File: config.mk
export PLATFORM = sky130hd
export DESIGN_NAME = decode_stage
export DESIGN_NICKNAME = d
export VERILOG_FILES = /design/src/rtl/decode_stage.sv
export SDC_FILE = /design/constraint.sdc
export NUM_CORES = 1
export LEC_CHECK = 0
export ABC_AREA = 1
export CAP_MARGIN = 20
export CORE_MARGIN = 2
export CORE_UTILIZATION = 25
export DETAILED_ROUTE_END_ITERATION = 10
export PLACE_DENSITY_LB_ADDON = 0.3
export SYNTH_ARGS = -nofsm -noshare
export SYNTH_HDL_FRONTEND = slang
export SYNTH_SLANG_ARGS = --single-unit
File: constraint.sdc
create_clock -name clk -period 7.65 [get_ports clk]
set_clock_uncertainty 0.1 [all_clocks]
set_input_delay 2.295 -clock clk [delete_from_list [all_inputs] [get_ports clk]]
set_output_delay 2.295 -clock clk [all_outputs]
set_load 0.05 [all_outputs]
File: src/rtl/decode_stage.sv
// Registered NanoMIPS instruction decode stage with valid/ready handshakes,
// a one-bubble load-use interlock, a sticky halt and a saturating retire counter.
//
// state   | meaning
// RUN     | accepting instructions, presenting decoded bundles
// HALT    | a done bundle was taken downstream; frozen until reset
module decode_stage #(
  parameter int RW = 3,
  parameter int DW = 8,
  parameter logic [(2**(RW+1))-1:0] DIR_MASK = 16'hA2AA,
  parameter int CNT_W = 16
) (
  input  logic                 clk,
  input  logic                 rst_n,
  input  logic                 in_valid,
  output logic                 in_ready,
  input  logic [2*RW+2:0]      in_instr,
  output logic                 out_valid,
  input  logic                 out_ready,
  output logic [RW:0]          alu_opcode,
  output logic [RW-1:0]        rs,
  output logic [RW-1:0]        rt,
  output logic [DW-1:0]        immediate,
  output logic [2:0]           reg_data_source,
  output logic                 reg_write,
  output logic                 reg_direction,
  output logic                 mem_read,
  output logic                 mem_write,
  output logic                 select_super_reg,
  output logic                 branch_ready,
  output logic                 branch_not_zero,
  output logic                 branch_lut_set,
  output logic [RW-1:0]        branch_index,
  output logic [RW-1:0]        branch_lut_index,
  output logic                 done,
  output logic                 illegal,
  output logic [CNT_W-1:0]     retired
);

  localparam int IW = 2*RW+3;

  localparam logic [2:0] SRC_ZERO   = 3'd0;
  localparam logic [2:0] SRC_ALU    = 3'd1;
  localparam logic [2:0] SRC_MEM    = 3'd2;
  localparam logic [2:0] SRC_IMM    = 3'd3;
  localparam logic [2:0] SRC_PARITY = 3'd4;

  typedef struct packed {
    logic [RW:0]   alu_opcode;
    logic [RW-1:0] rs;
    logic [RW-1:0] rt;
    logic [DW-1:0] immediate;
    logic [2:0]    src;
    logic          reg_write;
    logic          reg_direction;
    logic          mem_read;
    logic          mem_write;
    logic          select_super_reg;
    logic          branch_ready;
    logic          branch_not_zero;
    logic          branch_lut_set;
    logic [RW-1:0] branch_index;
    logic [RW-1:0] branch_lut_index;
    logic          done;
    logic          illegal;
  } bundle_t;

  typedef enum logic {ST_RUN, ST_HALT} state_t;

  state_t        state;
  bundle_t       q;
  bundle_t       d;
  logic [1:0]    cls;
  logic [RW-1:0] subop;
  logic          is_misc;
  logic          reads_load_rt;
  logic          hazard;

  assign cls     = in_instr[IW-1:IW-2];
  assign subop   = in_instr[2*RW-1:RW];
  assign is_misc = (cls == 2'b10) && in_instr[IW-3];

  always_comb begin
    d = '0;
    case (cls)
      2'b00: begin
        d.alu_opcode       = in_instr[IW-3:RW];
        d.rt               = in_instr[RW-1:0];
        d.src              = SRC_ALU;
        d.reg_write        = 1'b1;
        d.select_super_reg = 1'b1;
        d.reg_direction    = DIR_MASK[in_instr[IW-3:RW]];
      end
      2'b01: begin
        d.rt = in_instr[2*RW-1:RW];
        d.rs = in_instr[RW-1:0];
        if (!in_instr[IW-3]) begin
          d.mem_read      = 1'b1;
          d.reg_write     = 1'b1;
          d.reg_direction = 1'b1;
          d.src           = SRC_MEM;
        end else begin
          d.mem_write = 1'b1;
        end
      end
      2'b10: begin
        if (!in_instr[IW-3]) begin
          d.branch_ready    = 1'b1;
          d.branch_not_zero = in_instr[2*RW-1];
          d.rs              = {1'b0, in_instr[2*RW-2:RW]};
          d.branch_index    = in_instr[RW-1:0];
        end else if (subop == '1) begin
          d.illegal = 1'b1;
        end else if (subop == RW'(0)) begin
          d.reg_write = 1'b1;
        end else if (subop == RW'(1)) begin
          d.reg_write     = 1'b1;
          d.reg_direction = 1'b1;
          d.rt            = in_instr[RW-1:0];
        end else if (subop == RW'(2)) begin
          d.reg_write  = 1'b1;
          d.alu_opcode = (RW+1)'(1);
          d.src        = SRC_ALU;
          d.rt         = in_instr[RW-1:0];
        end else if (subop == RW'(3)) begin
          d.reg_write     = 1'b1;
          d.reg_direction = 1'b1;
          d.src           = SRC_ALU;
          d.rt            = in_instr[RW-1:0];
        end else if (subop == RW'(4)) begin
          d.reg_write = 1'b1;
          d.src       = SRC_PARITY;
        end else if (subop == RW'(5)) begin
          d.done = 1'b1;
        end else if (subop == RW'(6)) begin
          d.branch_lut_set   = 1'b1;
          d.branch_lut_index = in_instr[RW-1:0];
        end
      end
      2'b11: begin
        d.immediate = DW'(in_instr[IW-3:0]);
        d.src       = SRC_IMM;
        d.reg_write = 1'b1;
      end
    endcase
  end

  // Registers the candidate would read that the held load is about to write.
  always_comb begin
    reads_load_rt = 1'b0;
    if (cls == 2'b00)
      reads_load_rt = (d.rt == q.rt);
    else if (d.mem_write)
      reads_load_rt = (d.rs == q.rt) || (d.rt == q.rt);
    else if (d.branch_ready)
      reads_load_rt = (d.rs == q.rt);
    else if (is_misc && subop == RW'(2))
      reads_load_rt = (d.rt == q.rt);
  end

  assign hazard = in_valid && out_valid && q.mem_read && reads_load_rt;

  // Nothing may follow a done bundle, so intake closes as soon as one is held.
  assign in_ready = (state == ST_RUN) && (!out_valid || out_ready) && !hazard
                    && !(out_valid && q.done);

  always_ff @(posedge clk) begin
    if (!rst_n) begin
      state     <= ST_RUN;
      out_valid <= 1'b0;
      q         <= '0;
      retired   <= '0;
    end else begin
      if (out_valid && out_ready && retired != '1)
        retired <= retired + CNT_W'(1);
      case (state)
        ST_RUN: begin
          if (out_valid && out_ready && q.done) begin
            state     <= ST_HALT;
            out_valid <= 1'b0;
          end else if (in_valid && in_ready) begin
            q         <= d;
            out_valid <= 1'b1;
          end else if (out_ready) begin
            out_valid <= 1'b0;
          end
        end
        default: out_valid <= 1'b0;
      endcase
    end
  end

  assign alu_opcode       = q.alu_opcode;
  assign rs               = q.rs;
  assign rt               = q.rt;
  assign immediate        = q.immediate;
  assign reg_data_source  = q.src;
  assign reg_write        = q.reg_write;
  assign reg_direction    = q.reg_direction;
  assign mem_read         = q.mem_read;
  assign mem_write        = q.mem_write;
  assign select_super_reg = q.select_super_reg;
  assign branch_ready     = q.branch_ready;
  assign branch_not_zero  = q.branch_not_zero;
  assign branch_lut_set   = q.branch_lut_set;
  assign branch_index     = q.branch_index;
  assign branch_lut_index = q.branch_lut_index;
  assign done             = q.done;
  assign illegal          = q.illegal;

endmodule

==> flow_summary.yaml <==
sta:
  hold_slack_ns: 0.3628
  timing.setup.tns_ns: 0
  rsz0062_at_grt: "false"
  worst_pin_slew_ns: 0.9991
  fmax_ghz: 0.1474
  slew_headroom: 0.3332
  finalWorstSetupSlack_ns: 0.8637
  setup_viol: 0
  hold_viol_final: 0
  finalCritPeriodShare: 0.8871
  slew_viol_final: 0
  final.min_clock_period_ns: 6.786
placement:
  portBuffers: 66
  hpwl_um: 6388
  place_area_um2: 3706
  pre_cts_slack_ns: 0.8619
  globalplace.congestion: 0.8962
cts:
  clk_latency_ns: 0.29
  numCtsBuffers: 5
  clk_path_buf_depth: 2
  cts.htree.levels: 2
  cts_tree: "built"
  hold_buffers: 0
  cts_sinks: 54
  cts_setup_buffers: 0
  cts_resized: 0
  clk_root_buffer_cell: "clkbuf_16"
  clk_pin_slew_ns: 0.07
routing:
  wl_per_cell_um: 12.85
  route.detailed.drc: 0
  wl_um: 8429
  drtPass1Iterations: 4
  drt_iter0_drc: 163
  ant_nets: 0
  num_vias: 3016
  via_per_inst: 4.598
finish:
  largest_register_ffs: 16
  antennaDiodeCount: 0
  final_util: 0.3351
  stdcell_area_um2: 3875
  drive_gt1_frac: 0.04483
  finalNetCount: 530
  top_register: "retired"
  synthToLayoutAreaGrowth_pct: 29.31
power:
  p_seq_frac: 0.415
  switching_share: 0.3120
  comb_power_share: 0.228
  internal_power_uw: 500.8
  p_leak_uw: 0.001584
  peakVddDrop_v: 0.00009665
  power_switching_uw: 227.1
  p_clk_frac: 0.357
  p_per_area_nw_per_um2: 187.9
setup_path:
  arrival_ns: 4.39
  cp-end-kind: "primary output"
  slowest_stage: "clkdlybuf4s50_1"
  slowest_delay_ns: 0.47
  critPathLaunchType: "primary input"
  crit_path_frequent_cell: "nand2_1"
  crit_required_ns: 5.26
  path_buf_inv: 4
  path_cells: "clkdlybuf4s50_1, inv_1, ha_1, inv_2, a21oi_1, nand2_1, nand2_1, nand2_1, nand2_1, nand2_1, nand3_1, nand2_1, a21boi_0, buf_4"
  crit_family: "buffers and inverters"
  crit_fanout: 8
  critical_path_class: "primary input to primary output"
global_routing:
  grt-ovfl-total: 0
  grt_pass1_wl_um: 13910
  first_global_vias: 2789
  grt_max_degree: 45
  antenna_found_initial: 0
  grtUsageTotal: 0.1336
hold_path:
  worst_hold_path_type: "register to register"
die:
  boundaryPins: 68
  rows: 39
  start_util: 0.2591
  dieHeight_um: 113.5
  die-area_um2: 12880
  die_w_um: 113.5
  fp.coreArea_um2: 11560
synthesis:
  netlist_instances: 462
  synth_most_common_cell: "nand2_1"
  ys_warn_count: 0
  synth_top_cell_area_share: 0.3608
  synthTopCellsByArea: "dfxtp_1, nand2_1, inv_1, nand4_1, nor2_1"
  ys_types: 33
  syn_area_um2: 2997
  synthArstFlopShare: 0
  postSynthAreaPerCell_um2: 6.486
  ys.flop_type: "dfxtp_1"
  synth_common_cells: "nand2_1, inv_1, dfxtp_1"
  ys_seq_area_frac: 0.3608
  synth_seq_cells: 54
  post-synth-top-area-cell: "dfxtp_1"
  syn_nets: 480
  synth_edf_count: 0
run:
  cap_violations: 0
outcome:
  outcome: "finished clean"
## power groups by stage
stage	Sequential, uW	Combinational (uW)	Clock [uW]
6_report	302	166	260
5_1_grt	304	182	280
4_1_cts	302	167	269
3_5_place_dp	309	167	0
3_3_place_gp	308	166	0
2_1_floorplan	350	76.0	0
## metrics by stage
step | instances | power, uW
after floorplan | 462 | 426.4
after global placement | 648 | 474.8
after detailed placement | 648 | 475.6
after CTS | 656 | 738.4
after global routing | 656 | 766.2
final | 656 | 728.0
## tightest hold or removal path, stage by stage (launching register included)
cell and delay (ns):
dfxtp_1 0.31, nand2_1 0.06, a21oi_1 0.05
## final cells by class
cell class,instances,area (um^2)
clock inverter,3,43.79
timing repair buffer,68,673.1
sequential,54,1081
fill,1253,7690
tap,143,178.9
clock buffer,5,125.1
inverter,67,251.5
multi-input combinational,316,1521
## kinds of logic after synthesis
group | Yosys count | synth area share
buf+inv | 92 | 0.1357
flops | 54 | 0.3608
simple gates | 254 | 0.3779
xor+xnor | 4 | 0.01169
compound gates | 52 | 0.09186
other cells | 1 | 0.001251
fa+ha+maj | 5 | 0.02088
## per-layer routing
metal,share of wire,routed length [um],global-route usage,up-vias
li1,-,-,-,1581
met1,0.48,4083,0.1831,1368
met2,0.48,4007,0.2160,61
met3,0.028,240,0.02338,6
met4,0.012,98,0.03902,0
met5,0,0,0,-
## worst paths after layout
kind | from | end | slack, ns | cells past startpoint
min reg2reg | alu_opcode[2] | alu_opcode[2] | 0.36 | 2
max | in_instr[8] | in_ready | 0.86 | 14
min | alu_opcode[2] | alu_opcode[2] | 0.36 | 2
max reg2reg | rt[0] | rt[1] | 5.24 | 8
## cells in the final DEF, fill, tap and decap left out, drive strengths merged, types with 13 or more instances in the layout
cell type	Yosys	routed
nand4	32	32
nor2	51	51
inv	66	67
nand2	128	128
dfxtp	54	54
a21oi	32	32
nand3	20	20
clkdlybuf4s50	0	65
nor3	13	13
o21ai	13	13
Power figures use the tool's default switching activity.
